===== src/rtl/table_sweep_pkg.sv =====
// Shared state encoding and sizing helpers for the table_sweep lookup-table reader.
package table_sweep_pkg;

    typedef enum logic [2:0] {
        IDLE,
        WAIT,
        CAPTURE,
        PRESENT,
        DONE
    } state_t;

    localparam int LAT_W = 3;

    // Width that holds the sum of every entry of a full sweep without overflow.
    function automatic int sum_width(input int addr_bits, input int uint_bits);
        return addr_bits + uint_bits;
    endfunction

endpackage


===== src/rtl/table_sweep.sv =====
// Walks a latency-L lookup table from address 0 to all-ones, presenting each
// captured entry on a valid/ready stream and accumulating the unsigned column.
module table_sweep
    import table_sweep_pkg::*;
#(
    parameter int addr_bits      = 1,
    parameter int sint_bits      = 1,
    parameter int uint_bits      = 1,
    parameter int real_range     = 10,
    parameter int real_frac_bits = 8,
    parameter int real_width     = $clog2(real_range + 1) + real_frac_bits + 1,
    parameter int read_latency   = 1
) (
    input  logic                                        clk,
    input  logic                                        rst,
    input  logic                                        start,
    output logic                                        busy,
    output logic                                        done,
    output logic [addr_bits-1:0]                        addr,
    input  logic signed [real_width-1:0]                real_in,
    input  logic signed [sint_bits-1:0]                 sint_in,
    input  logic [uint_bits-1:0]                        uint_in,
    output logic                                        out_valid,
    input  logic                                        out_ready,
    output logic [addr_bits-1:0]                        out_addr,
    output logic signed [real_width-1:0]                out_real,
    output logic signed [sint_bits-1:0]                 out_sint,
    output logic [uint_bits-1:0]                        out_uint,
    output logic [sum_width(addr_bits, uint_bits)-1:0]  uint_sum
);

    localparam int SUM_W = sum_width(addr_bits, uint_bits);
    localparam logic [addr_bits-1:0] ADDR_LAST = '1;
    // Counter value on the final WAIT cycle; unused when the table is combinational.
    localparam logic [LAT_W-1:0] LAT_LAST = (read_latency == 0) ? '0 : LAT_W'(read_latency - 1);

    state_t                         state_q;
    logic                           busy_q;
    logic                           done_q;
    logic                           valid_q;
    logic [LAT_W-1:0]               cnt_q;
    logic [addr_bits-1:0]           addr_q;
    logic [addr_bits-1:0]           out_addr_q;
    logic signed [real_width-1:0]   out_real_q;
    logic signed [sint_bits-1:0]    out_sint_q;
    logic [uint_bits-1:0]           out_uint_q;
    logic [SUM_W-1:0]               sum_q;

    always_ff @(posedge clk) begin
        if (rst) begin
            state_q    <= IDLE;
            busy_q     <= 1'b0;
            done_q     <= 1'b0;
            valid_q    <= 1'b0;
            cnt_q      <= '0;
            addr_q     <= '0;
            out_addr_q <= '0;
            out_real_q <= '0;
            out_sint_q <= '0;
            out_uint_q <= '0;
            sum_q      <= '0;
        end else begin
            done_q <= 1'b0;
            unique case (state_q)
                IDLE: begin
                    if (start) begin
                        addr_q <= '0;
                        sum_q  <= '0;
                        cnt_q  <= '0;
                        busy_q <= 1'b1;
                        if (read_latency == 0) state_q <= CAPTURE;
                        else                   state_q <= WAIT;
                    end
                end
                WAIT: begin
                    if (cnt_q == LAT_LAST) begin
                        cnt_q   <= '0;
                        state_q <= CAPTURE;
                    end else begin
                        cnt_q <= cnt_q + LAT_W'(1);
                    end
                end
                CAPTURE: begin
                    out_addr_q <= addr_q;
                    out_real_q <= real_in;
                    out_sint_q <= sint_in;
                    out_uint_q <= uint_in;
                    valid_q    <= 1'b1;
                    state_q    <= PRESENT;
                end
                PRESENT: begin
                    // out_* only reload in CAPTURE, so they stay frozen while stalled here.
                    if (out_ready) begin
                        valid_q <= 1'b0;
                        sum_q   <= sum_q + SUM_W'(out_uint_q);
                        if (addr_q == ADDR_LAST) begin
                            done_q  <= 1'b1;
                            state_q <= DONE;
                        end else begin
                            addr_q <= addr_q + addr_bits'(1);
                            if (read_latency == 0) state_q <= CAPTURE;
                            else                   state_q <= WAIT;
                        end
                    end
                end
                DONE: begin
                    busy_q  <= 1'b0;
                    state_q <= IDLE;
                end
                default: state_q <= IDLE;
            endcase
        end
    end

    assign busy      = busy_q;
    assign done      = done_q;
    assign addr      = addr_q;
    assign out_valid = valid_q;
    assign out_addr  = out_addr_q;
    assign out_real  = out_real_q;
    assign out_sint  = out_sint_q;
    assign out_uint  = out_uint_q;
    assign uint_sum  = sum_q;

endmodule

===== config.mk =====
export PLATFORM = sky130hd
export DESIGN_NAME = table_sweep
export DESIGN_NICKNAME = d
export VERILOG_FILES = /design/src/rtl/table_sweep_pkg.sv /design/src/rtl/table_sweep.sv
export SDC_FILE = /design/constraint.sdc
export NUM_CORES = 1
export LEC_CHECK = 0
export CELL_PAD_IN_SITES_DETAIL_PLACEMENT = 1
export CELL_PAD_IN_SITES_GLOBAL_PLACEMENT = 2
export CORE_MARGIN = 8
export CORE_UTILIZATION = 23
export CTS_CLUSTER_DIAMETER = 100
export DETAILED_ROUTE_END_ITERATION = 7
export GPL_TIMING_DRIVEN = 0
export PLACE_DENSITY = 0.86
export SYNTH_ARGS = -nofsm -noshare
export SYNTH_HDL_FRONTEND = slang
export SYNTH_SLANG_ARGS = --single-unit

===== constraint.sdc =====
create_clock -name clk -period 1.2 [get_ports clk]
set_input_delay 0.18 -clock clk [delete_from_list [all_inputs] [get_ports clk]]
set_output_delay 0.18 -clock clk [all_outputs]
set_load 0.01 [all_outputs]

# Word-level counts from Yosys, hierarchy flattened
# Cells that the tools add are included.
# Widths: inputs -> output; s select.
# op_classes
addsub,3
n_eq_ne,7
mux,20
n_bitwise,2
n_reduce_logical,12
# ops
operator,count
$mux 3,6
$pmux 3 s4,1
$reduce_bool 2->1,4
$eq 3x2->1 const B,2
$logic_not 3->1,2
$mux 1,6
$ne 2x2->1 const B,3
$pmux 1 s2,3
$pmux 3 s2,1
$reduce_and 2->1,3
$reduce_and 3->1,2
$mux 2,2
$pmux 2 s2,1
$add 3x1->3 const B,1
$eq 3x1->1 const B,1
$eq 3x3->1 const B,1
$reduce_or 3->1,1
$add 2x1->2,1
$not 1->1,2
$add 1x1->1 const B,1
# totals
ff_bits,28
inputBits,19
out_inout_bits,22
elab_cells,55

# Longest topological paths before layout
# depth
ltp_word,4
depth_mapped,6
ltp_nobuf,5

# Least setup slack after synthesis
# No wires, ideal clock.
# synth_path
path_kind,flip-flop to flip-flop
startpoint,register state_q[2]
endpoint,register out_uint_q (netlist: out_uint)
setup_ps,132
t_arrival_ps,1152
required_time_ps,1068
slack_ps,-84
stages_incl_launch_ff,7
path_buffers,3
synth_period_minus_slack_ps,1284
path_cell_list,dfxtp_1 > buf_6 > or3b_4 > buf_6 > buf_8 > nand2_1 > a21oi_1
# synth_between
elab_chain_cells,1
# synth_rtl
element,line_no,rtl
start: declaration,table_sweep.sv:37,state_t state_q;
start signal: assignment,table_sweep.sv:51,state_q <= IDLE;
start signal: assignment,table_sweep.sv:71,if (read_latency == 0) state_q <= CAPTURE;
start signal: assignment,table_sweep.sv:72,else state_q <= WAIT;
$eq 3x2->1,table_sweep.sv:64,unique case (state_q)
end signal: assignment,table_sweep.sv:87,out_uint_q <= uint_in;
end: declaration,table_sweep.sv:46,logic [uint_bits-1:0] out_uint_q;
# Every way passes these cells.
# A chain may end at the register's enable or synchronous reset.

# Final worst setup path
# layout_path
startpoint,register state_q[1]
endpoint,register sum_q[1] (netlist: uint_sum[1])
# layout_between
elab_chain_cells,3
elab_cells_between_ends,7
cone_classes,eq/ne: 3; mux: 1; reduce/logical: 3
# layout_rtl
element,line_no,rtl
$eq 3x2->1 or $logic_not 3->1 (tied branches),table_sweep.sv:64,
$ne 2x2->1 (no source line) or $reduce_bool 2->1 (tied branches),n/a,
$reduce_and 3->1 (no source line),n/a,
end signal: assignment,table_sweep.sv:95,sum_q <= sum_q + SUM_W'(out_uint_q);
end: declaration,table_sweep.sv:47,logic [SUM_W-1:0] sum_q;
# Several ways; a longest one is shown, not always the timed one.

==> load_flow_metrics.sql <==
INSERT INTO impl_metrics (metric_group, metric, value, unit) VALUES
('status', 'result_of_the_run', 'complete, but fails checks', ''),
('status', 'violations', 'negative setup slack', ''),
('timing', 'final.setup.worst_slack', '-107', 'ps'),
('place', 'dp_hpwl', '2280', 'um'),
('timing', 'finClkSkew', '2.77', 'ps'),
('clocking', 'cts_buffers', '3', ''),
('place', 'post_dp_cell_area', '1660', 'sq um'),
('setup_path', 'critical_path.slowest_cell', 'or4b_4', ''),
('timing', 'rsz0062_at_grt', 'yes', ''),
('place', 'finalWeightedCongestion', '0.747', ''),
('setup_path', 'arrival', '1460', 'ps'),
('setup_path', 'crit_family', 'simple AND/OR/NAND/NOR gates', ''),
('clocking', 'tritoncts', 'yes', ''),
('setup_path', 'critical_path.startpoint_type', 'register', ''),
('route', 'finalWirelength', '3640', 'um'),
('cells_and_area', 'final_instance_area', '2130', 'sq um'),
('setup_path', 'critical_path.cell_chain', 'buf_6 > or4b_4 > o211ai_1 > a21oi_1', ''),
('floorplanning', 'number_of_rows_in_the_core_area', '26', ''),
('floorplanning', 'design.die.area', '7660', 'sq um'),
('timing', 'fmaxAchievable', '765', 'MHz'),
('clocking', 'clk_pin_slew_worst_paths', '90', 'ps'),
('grt', 'grt_overflow', '0', ''),
('yosys', 'ys_seq_elements', '28', ''),
('setup_path', 'regToRegSetupSlack', '-110', 'ps'),
('setup_path', 'endpoint_kind', 'register', ''),
('timing', 'timing.final.max_slew_violations', '0', ''),
('route', 'dr.pass1.iters', '2', ''),
('power', 'p_leak', '0.911', 'nW'),
('route', 'drt-initial-drc-count', '26', ''),
('floorplanning', 'core', '5010', 'sq um'),
('route', 'detail_route.wl_per_cell', '13.9', 'um'),
('clocking', 'htree_levels', '1', ''),
('clocking', 'ctsHoldBuffers', '0', ''),
('cells_and_area', 'filler_cell_count', '585', ''),
('grt', 'groute.usage.overall', '0.0949', ''),
('yosys', 'syn_inst', '130', ''),
('place', 'place.detailed.instances', '239', ''),
('setup_path', 'category_of_the_most_critical_setup_path', 'register to register', ''),
('yosys', 'ys_dominant_reg_cell', 'dfxtp_1', ''),
('grt', 'number_of_antenna_violations_at_the_first_check_in_global_routing', '0', ''),
('yosys', 'syn_avg_cell_area', '9.05', 'sq um'),
('clocking', 'clock_path_buffers', '2', ''),
('grt', 'first_global_vias', '1136', ''),
('yosys', 'synth.yosys.warnings', '0', ''),
('clocking', 'clock_insertion_delay_at_the_later_pin_of_the_skew_report', '270', 'ps'),
('cells_and_area', 'synthToLayoutAreaGrowth', '81.3', '%'),
('floorplanning', 'start_util', '0.235', ''),
('floorplanning', 'dieWidth', '87.5', 'um'),
('place', 'port_buffers', '39', ''),
('timing', 'finalCritPeriodShare', '1.09', ''),
('route', 'post-route-drc-count', '0', ''),
('yosys', 'yosysSeqAreaShare', '0.477', ''),
('yosys', 'syn-cell-area', '1180', 'sq um'),
('setup_path', 'max_stage_delay', '530', 'ps'),
('yosys', 'yosys-top-cells-area', 'dfxtp_1, nand2_1, a21oi_1, buf_6, ha_1', ''),
('setup_path', 'critPathBufInv', '1', ''),
('run', 'max_cap_viol_count', '0', ''),
('timing', 'worstMarginPinSlew', '722', 'ps'),
('timing', 'finalSetupViolations', '22', ''),
('route', 'detail-route-antenna-nets', '0', ''),
('yosys', 'synth_async_sr_flop_share', '0', ''),
('yosys', 'synth-edff-count', '0', ''),
('power', 'cellPowerDensity', '1040', 'nW/um^2'),
('setup_path', 'critical_path_required', '1350', 'ps'),
('setup_path', 'critPathMaxFanout', '7', ''),
('yosys', 'synth_area_leader_cell', 'dfxtp_1', ''),
('cells_and_area', 'final_cell_mix', 'dfxtp_1, dlygate4sd2_1, nand2_2', ''),
('grt', 'grt_max_degree', '16', ''),
('power', 'power.ir.vdd_worst', '0.000510', 'V'),
('cells_and_area', 'design.final.nets', '216', ''),
('timing', 'finalHoldViolations', '0', '');
## repair_timing
| action | in CTS | in global routing |
|---|---|---|
| cloned | 1 | 1 |
| pin swaps | 35 | 25 |
| setup endpoints to repair | 44 | 24 |
| resized for setup | 68 | 37 |
| buffers inserted | 14 | 8 |
## state kept, by name, summed over array words and instances, names as in the netlist
register	count
cnt_q	3
out_sint	1
busy	1
out_valid	1
done	1
addr	1
uint_sum	2
out_real	13
out_addr	1
out_uint	1
state_q	3
## metal layers
| metal | wire length (um) | GRT usage | vias up |
|---|---|---|---|
| met1 | 1570 | 0.120 | 533 |
| met5 | 0 | 0 | - |
| li1 | - | - | 568 |
| met3 | 205 | 0.0321 | 4 |
| met4 | 24 | 0.0234 | 0 |
| met2 | 1840 | 0.151 | 28 |
## cells by family after synthesis
kind of cell / after synthesis / synth area share
AO/OA/AOI/OAI: 30 / 0.143
flip-flops: 28 / 0.477
multiplexers: 1 / 0.00957
AND/OR/NAND/NOR: 55 / 0.260
adder cells (fa/ha/maj): 3 / 0.0319
buffers and inverters: 13 / 0.0798
## worst register-to-register path, stage by stage, from the launching register on
cell and delay, ps:
dfxtp_2 330, buf_6 130, or4b_4 530, o211ai_1 100, a21oi_1 80
## where the power goes
part | switching, mW | internal [mW] | total [mW]
Combinational | 0.270 | 0.345 | 0.615
Sequential | 0.0366 | 0.978 | 1.01
Clock | 0.296 | 0.294 | 0.590
Total | 0.603 | 1.62 | 2.22
## cells in the mapped netlist, drive strengths merged, types with 3 or more instances
| master | number |
|---|---|
| buf | 6 |
| dfxtp | 28 |
| nand2 | 34 |
| inv | 4 |
| nor2 | 3 |
| nor3b | 3 |
| ha | 3 |
| clkbuf | 3 |
| a21oi | 23 |
## final timing paths
check                      startpoint                        to  depth (start not counted)
max           state_q[1]$_SDFFE_PP0P_  uint_sum[1]$_SDFFE_PP0P_                          4
min                               rst         busy$_SDFFE_PP0P_                          2
max reg2reg   state_q[1]$_SDFFE_PP0P_  uint_sum[1]$_SDFFE_PP0P_                          4
min reg2reg  out_real[0]$_SDFFE_PP0P_  out_real[0]$_SDFFE_PP0P_                          2
## stage by stage
| stage | hold WS (ps) | setup TNS, ps | setup WS [ps] | utilization | total power [mW] |
|---|---|---|---|---|---|
| finish | 376 | -1520 | -107 | 0.426 | 2.22 |
| global route | 413 | -3220 | -191 | 0.426 | 2.34 |
| CTS | 368 | -1380 | -115 | 0.390 | 2.16 |
| detailed placement | 448 | -3450 | -326 | 0.332 | 1.44 |
| global placement | 443 | -3020 | -327 | 0.332 | 1.43 |
| floorplan | 316 | -668 | -62.4 | - | 1.25 |
## cell type report
cell class                      instances  area [sq um]  area share
Multi-Input combinational cell         89           734       0.344
Timing Repair Buffer                   61           599       0.281
Sequential cell                        28           573       0.269
Tap cell                               70          87.6      0.0411
Buffer                                  7          67.6      0.0317
Clock buffer                            4          55.1      0.0258
Inverter                                4          15.0     0.00704
No activity file was read; power rests on OpenSTA's default activity.
